<file path="config.mk">
export PLATFORM = sky130hd
export DESIGN_NAME = iob_sram_arbiter
export DESIGN_NICKNAME = d
export VERILOG_FILES = /design/src/rtl/iob_sram_arbiter.sv
export SDC_FILE = /design/constraint.sdc
export NUM_CORES = 1
export LEC_CHECK = 0
export CAP_MARGIN = 20
export CORE_UTILIZATION = 38
export DETAILED_ROUTE_END_ITERATION = 10
export PLACE_DENSITY = 0.77
export SLEW_MARGIN = 20
export SYNTH_ARGS = -nofsm -noshare
export SYNTH_HDL_FRONTEND = slang
export SYNTH_SLANG_ARGS = --single-unit
</file>
<file path="constraint.sdc">
create_clock -name clk -period 1.7 [get_ports clk]
set_input_delay 0.255 -clock clk [delete_from_list [all_inputs] [get_ports clk]]
set_output_delay 0.255 -clock clk [all_outputs]
set_load 0.02 [all_outputs]
</file>
<file path="src/rtl/iob_sram_arbiter.sv">
`default_nettype none
// ============================================================================
// Module   : iob_sram_arbiter
// Brief    : Two-master IOb arbiter/sequencer for RW port 0 of the sky130
//            1rw1r SRAM macro. Define SRAM_ARB_FIXED_PRIO_EN for fixed p0
//            priority; round-robin otherwise.
// Revision : 1.0 - initial release
// ============================================================================
module iob_sram_arbiter #(
    parameter int DATA_W = 32,
    parameter int ADDR_W = 10,
    parameter int RD_LAT = 1
) (
    input  logic                  clk,
    input  logic                  rst_n,
    input  logic                  p0_valid,
    input  logic [ADDR_W-1:0]     p0_addr,
    input  logic [DATA_W-1:0]     p0_wdata,
    input  logic [DATA_W/8-1:0]   p0_wstrb,
    output logic [DATA_W-1:0]     p0_rdata,
    output logic                  p0_ready,
    input  logic                  p1_valid,
    input  logic [ADDR_W-1:0]     p1_addr,
    input  logic [DATA_W-1:0]     p1_wdata,
    input  logic [DATA_W/8-1:0]   p1_wstrb,
    output logic [DATA_W-1:0]     p1_rdata,
    output logic                  p1_ready,
    output logic                  sram_csb0,
    output logic                  sram_web0,
    output logic [DATA_W/8-1:0]   sram_wmask0,
    output logic [ADDR_W-1:0]     sram_addr0,
    output logic [DATA_W-1:0]     sram_din0,
    input  logic [DATA_W-1:0]     sram_dout0,
    output logic                  busy
);
    localparam int STRB_W = DATA_W / 8;
    localparam int CNT_W  = 3;

    localparam logic [1:0] c_st_idle   = 2'd0;
    localparam logic [1:0] c_st_access = 2'd1;
    localparam logic [1:0] c_st_wait   = 2'd2;
    localparam logic [1:0] c_st_resp   = 2'd3;

    localparam logic [CNT_W-1:0] c_wait_load = CNT_W'(RD_LAT - 1);

    logic [1:0]        state_q, state_d;
    logic              grant_q, grant_d;
    logic [CNT_W-1:0]  cnt_q, cnt_d;
    logic              csb0_q, csb0_d;
    logic              web0_q, web0_d;
    logic [STRB_W-1:0] wmask0_q, wmask0_d;
    logic [ADDR_W-1:0] addr0_q, addr0_d;
    logic [DATA_W-1:0] din0_q, din0_d;
    logic              p0_ready_q, p0_ready_d;
    logic              p1_ready_q, p1_ready_d;
    logic [DATA_W-1:0] p0_rdata_q, p0_rdata_d;
    logic [DATA_W-1:0] p1_rdata_q, p1_rdata_d;
    logic              busy_q, busy_d;

    logic              w_any;
    logic              w_win;
    logic [STRB_W-1:0] w_win_strb;

    assign w_any      = p0_valid | p1_valid;
    assign w_win_strb = w_win ? p1_wstrb : p0_wstrb;

`ifdef SRAM_ARB_FIXED_PRIO_EN
    assign w_win = ~p0_valid;
`else
    logic last_grant_q, last_grant_d;

    // A tie goes to whoever was not served last.
    assign w_win = (p0_valid & p1_valid) ? ~last_grant_q : ~p0_valid;

    always_comb begin
        last_grant_d = last_grant_q;
        if (state_q == c_st_idle && w_any) begin
            last_grant_d = w_win;
        end
    end

    always_ff @(posedge clk or negedge rst_n) begin
        if (!rst_n) begin
            last_grant_q <= 1'b1;
        end else begin
            last_grant_q <= last_grant_d;
        end
    end
`endif

    always_ff @(posedge clk or negedge rst_n) begin
        if (!rst_n) begin
            state_q <= c_st_idle;
        end else begin
            state_q <= state_d;
        end
    end

    always_comb begin
        state_d = state_q;
        case (state_q)
            c_st_idle:   if (w_any) state_d = c_st_access;
            c_st_access: state_d = (|wmask0_q) ? c_st_resp : c_st_wait;
            c_st_wait:   if (cnt_q == '0) state_d = c_st_resp;
            c_st_resp:   state_d = c_st_idle;
            default:     state_d = c_st_idle;
        endcase
    end

    // Next values for every registered output; the macro pins are set one
    // edge ahead so that ACCESS sees them for its whole cycle.
    always_comb begin
        csb0_d     = 1'b1;
        web0_d     = 1'b1;
        wmask0_d   = wmask0_q;
        addr0_d    = addr0_q;
        din0_d     = din0_q;
        grant_d    = grant_q;
        cnt_d      = cnt_q;
        p0_rdata_d = p0_rdata_q;
        p1_rdata_d = p1_rdata_q;
        busy_d     = (state_d != c_st_idle);
        p0_ready_d = (state_d == c_st_resp) && !grant_q;
        p1_ready_d = (state_d == c_st_resp) &&  grant_q;
        case (state_q)
            c_st_idle: begin
                if (w_any) begin
                    grant_d  = w_win;
                    csb0_d   = 1'b0;
                    web0_d   = ~|w_win_strb;
                    wmask0_d = w_win_strb;
                    addr0_d  = w_win ? p1_addr  : p0_addr;
                    din0_d   = w_win ? p1_wdata : p0_wdata;
                end
            end
            c_st_access: cnt_d = c_wait_load;
            c_st_wait: begin
                if (cnt_q == '0) begin
                    if (grant_q) p1_rdata_d = sram_dout0;
                    else         p0_rdata_d = sram_dout0;
                end else begin
                    cnt_d = cnt_q - 1'b1;
                end
            end
            default: ;
        endcase
    end

    always_ff @(posedge clk or negedge rst_n) begin
        if (!rst_n) begin
            grant_q    <= 1'b0;
            cnt_q      <= '0;
            csb0_q     <= 1'b1;
            web0_q     <= 1'b1;
            wmask0_q   <= '0;
            addr0_q    <= '0;
            din0_q     <= '0;
            p0_ready_q <= 1'b0;
            p1_ready_q <= 1'b0;
            p0_rdata_q <= '0;
            p1_rdata_q <= '0;
            busy_q     <= 1'b0;
        end else begin
            grant_q    <= grant_d;
            cnt_q      <= cnt_d;
            csb0_q     <= csb0_d;
            web0_q     <= web0_d;
            wmask0_q   <= wmask0_d;
            addr0_q    <= addr0_d;
            din0_q     <= din0_d;
            p0_ready_q <= p0_ready_d;
            p1_ready_q <= p1_ready_d;
            p0_rdata_q <= p0_rdata_d;
            p1_rdata_q <= p1_rdata_d;
            busy_q     <= busy_d;
        end
    end

    assign sram_csb0   = csb0_q;
    assign sram_web0   = web0_q;
    assign sram_wmask0 = wmask0_q;
    assign sram_addr0  = addr0_q;
    assign sram_din0   = din0_q;
    assign p0_ready    = p0_ready_q;
    assign p1_ready    = p1_ready_q;
    assign p0_rdata    = p0_rdata_q;
    assign p1_rdata    = p1_rdata_q;
    assign busy        = busy_q;

endmodule
`default_nettype wire
</file>
==> results by group <==
Status
  • Status: finished, violations left
  • Violated checks: setup timing

Logic synthesis
  • Mapped Avg Cell Area: 11.9 sq um
  • Post-Syn Area: 5340 sq um
  • Post-synth ARST share: 1.00
  • Number of synthesized register bits: 122
  • Post-Syn Instances: 450
  • Synth Area in Adders: 0.0141
  • Syn Nets: 584
  • Post-synthesis xor/xnor area fraction: 0
  • Seq/Total Area, Yosys: 0.573
  • Synth Flop Type: dfrtp_1
  • Synth Area in Compound Gates: 0.154
  • Count of different cell masters after synthesis: 33
  • Mux cell area share after synthesis: 0.156
  • Syn. warnings: 0
  • Largest family of logic cells by synthesized area: multiplexers
  • Synth Area in Simple Gates: 0.0509
  • Post-synth EDFFs: 0

STA
  • Final Hold Viols: 0
  • Pins Over Slew Limit: 0
  • Final worst path period need: 1.73 ns
  • RSZ-0062 raised after global routing: true
  • Skew final: 0.0160 ns
  • Slew Limit Headroom: 0.686
  • Period utilisation layout: 1.02
  • Max Clk Rate: 579 MHz
  • Final count of negative-setup-slack endpoints: 8
  • Least-Margin Pin Slew: 0.472 ns
  • Fin worst setup slack: -0.0275 ns

Final layout
  • Footprint of the multi-input gates: 2070 sq um
  • Fin util: 0.661
  • Ant. Diodes: 0
  • Fin nets: 835
  • Share of cells above drive strength 1: 0.199
  • Area Overhead vs Synth: 66.5%
  • # fillers: 1025
  • Final Instance Count excl. Fillers: 890
  • Storage cell area: 3060 sq um

Place
  • Placer Congestion: 0.790
  • Placed Cells: 848
  • I/O Buffers: 242
  • Final HPWL DP: 11600 um

Power
  • Peak VDD IR: 0.000857 V
  • Pleak: 3.89 nW
  • Pwr Density: 2050 nW/um^2

Clocking
  • Clock Root Buffer: clkbuf_16
  • Clk_lat worst skew: 0.42 ns
  • CTS Buf Count: 17
  • Reg clk slew, reported paths: 0.06 ns
  • Num Clock Sinks: 122
  • CTS tree: built
  • H-Tree Depth: 4
  • Maximum clock insertion buffer count: 2

Worst setup path
  • CP Data Arrival Time: 2.02 ns
  • Critical Path Start Type: flop
  • Worst reg2reg setup slack: -0.03 ns
  • CP most frequent cell: ha_4
  • Worst-path maximum fanout: 6
  • Cell count of the worst reg-to-reg path: 7
  • Reg2Reg Launch Point: cnt_q[1]$_DFFE_PN0P_
  • Worst path slowest cell: dfrtp_1
  • Critical path origin: cnt_q[1]$_DFFE_PN0P_
  • Crit Path Category: reg2reg
  • Crit end category: flop
  • Critical R2R Capture: p0_rdata[11]$_DFFE_PN0P_
  • CP cell instances: inv_2 -> ha_4 -> ha_4 -> nand2_2 -> or2_4 -> clkbuf_16 -> mux2_4
  • Max incr delay on CP: 0.38 ns
  • WP data required: 1.99 ns

Global routing
  • Total GRT Usage: 0.240
  • Initial antenna violation count: 0
  • Vias in the first global route: 4906
  • Largest net degree at the start of global routing: 58
  • GRT overflow: 0
  • Global-route wire length before repair: 26300 um

Die
  • IO Pins: 243
  • Site Rows: 42
  • Core area: 13500 sq um
  • Chip Width: 121 um
  • Starting density of the core: 0.397
  • Die area: 14500 sq um
  • Chip height: 121 um

Route
  • WL final: 18100 um
  • Via count: 4803
  • DR WL/cell: 20.4 um
  • Detailed Routing Iterations Pass 1: 5
  • Via density: 5.40
  • Drc violations: 0
  • Initial drt markers: 247
  • Antenna Nets Post-Route: 0

Min path
  • End of the worst hold path: sram_web0$_DFF_PN1_
  • Worst Hold Depth: 3
  • Min-delay src: p0_valid
  • Hold Crit Class: in2reg

Flow run
  • MaxCap Viol Count: 0
## how the worst max path moves through the flow
stage	end	cells after the start
finish	p0_rdata[11]$_DFFE_PN0P_	7
global route	p0_rdata[11]$_DFFE_PN0P_	7
CTS	p1_rdata[25]$_DFFE_PN0P_	7
detailed placement	p1_rdata[29]$_DFFE_PN0P_	7
floorplan	p0_rdata[10]$_DFFE_PN0P_	8
global placement	p0_rdata[6]$_DFFE_PN0P_	7
## where the power goes
part	leakage [nW]	switching, mW	internal, mW
sequential	1.40	0.939	4.39
clock	0.293	1.43	2.34
combinational	2.20	4.46	4.68
## state kept, by name (all words and copies together), names as in the netlist
| register | cells |
|---|---|
| busy | 1 |
| cnt_q | 3 |
| p1_ready | 1 |
| p0_rdata | 32 |
| sram_addr0 | 10 |
| grant_q | 1 |
| sram_web0 | 1 |
| state_q | 2 |
| last_grant_q | 1 |
| p0_ready | 1 |
| p1_rdata | 32 |
| sram_din0 | 32 |
| sram_csb0 | 1 |
| sram_wmask0 | 4 |
## cell families after synthesis
kind of cell	Yosys count
buffers and inverters	46
adder cells (fa/ha/maj)	6
AND/OR/NAND/NOR	63
AO/OA/AOI/OAI	149
flip-flops	122
multiplexers	64
## stage by stage
step | hold WS [ns] | power (mW) | setup WS [ns] | area, sq um | setup TNS (ns)
2_1_floorplan | -0.0406 | 9.83 | 0.0194 | 5340 | 0
3_3_place_gp | 0.217 | 13.6 | -0.0269 | 7950 | -0.937
3_5_place_dp | 0.219 | 13.9 | -0.0737 | 7950 | -3.85
4_1_cts | 0.160 | 18.0 | -0.00186 | 8690 | -0.00229
5_1_grt | 0.187 | 19.1 | -0.0548 | 8890 | -0.993
6_report | 0.186 | 18.2 | -0.0275 | 8890 | -0.0850
## critical path: cells and delay by family, from the launching register on
| kind | cells | cell delay (ns) |
|---|---|---|
| simple gates | 2 | 0.37 |
| flops | 1 | 0.38 |
| mux | 1 | 0.31 |
| fa+ha+maj | 2 | 0.28 |
| buf+inv | 2 | 0.27 |
## Yosys cell counts, types with 2 or more instances
cell type	n	area, sq um
a31oi_1	47	294
inv_2	2	7.51
buf_1	3	11.3
nor2_1	50	188
ha_1	6	75.1
o21ai_0	48	240
inv_1	6	22.5
a21oi_1	48	240
dfrtp_1	119	2980
dfstp_2	3	78.8
mux2_4	30	450
clkbuf_1	13	48.8
buf_6	5	56.3
mux2_2	34	383
o2bb2ai_1	2	17.5
nand3_1	2	10.0
buf_12	3	60.1
buf_2	14	70.1
## per-layer routing
metal	GRT usage	wire length, um	up-vias
met1	0.275	6830	2348
met5	0	0	-
met2	0.416	9150	291
met3	0.0755	1500	47
met4	0.0934	634	0
li1	-	-	2117
## area by class of cell
type	instances	area share
inverter	8	0.00338
clock inverter	15	0.0214
tap	176	0.0248
clock buffer	17	0.0479
timing repair buffer	270	0.326
sequential	122	0.344
multi-input combinational	282	0.233
## cell usage in the layout (no fill, tap or decap), types with 2 or more instances in the layout
| master | synthesis | final |
|---|---|---|
| ha_4 | 0 | 2 |
| ha_1 | 6 | 4 |
| dlymetal6s2s_1 | 0 | 18 |
| bufinv_16 | 0 | 3 |
| inv_2 | 2 | 4 |
| mux2_4 | 30 | 33 |
| buf_12 | 3 | 7 |
| inv_1 | 6 | 4 |
| dfrtp_1 | 119 | 119 |
| dfstp_2 | 3 | 3 |
| o2bb2ai_1 | 2 | 2 |
| buf_4 | 0 | 12 |
| clkinvlp_4 | 0 | 3 |
| clkbuf_16 | 0 | 21 |
| buf_16 | 0 | 3 |
| nor2_1 | 50 | 50 |
| a21oi_1 | 48 | 48 |
| clkinv_4 | 0 | 3 |
| o21ai_0 | 48 | 47 |
| clkdlybuf4s50_1 | 0 | 216 |
| mux2_2 | 34 | 31 |
| inv_6 | 0 | 4 |
| a31oi_1 | 47 | 46 |
| dlygate4sd2_1 | 0 | 6 |
## repair_timing
action                                  in CTS  in global routing
endpoints found under the setup margin      71                 84
hold endpoints to repair                    27                  0
hold buffers                                 1                  0
pin swaps                                    0                  3
cloned                                       3                  4
gates resized for setup                     16                 29
setup buffers                                1                  1
(Power assumes the default switching activity.)
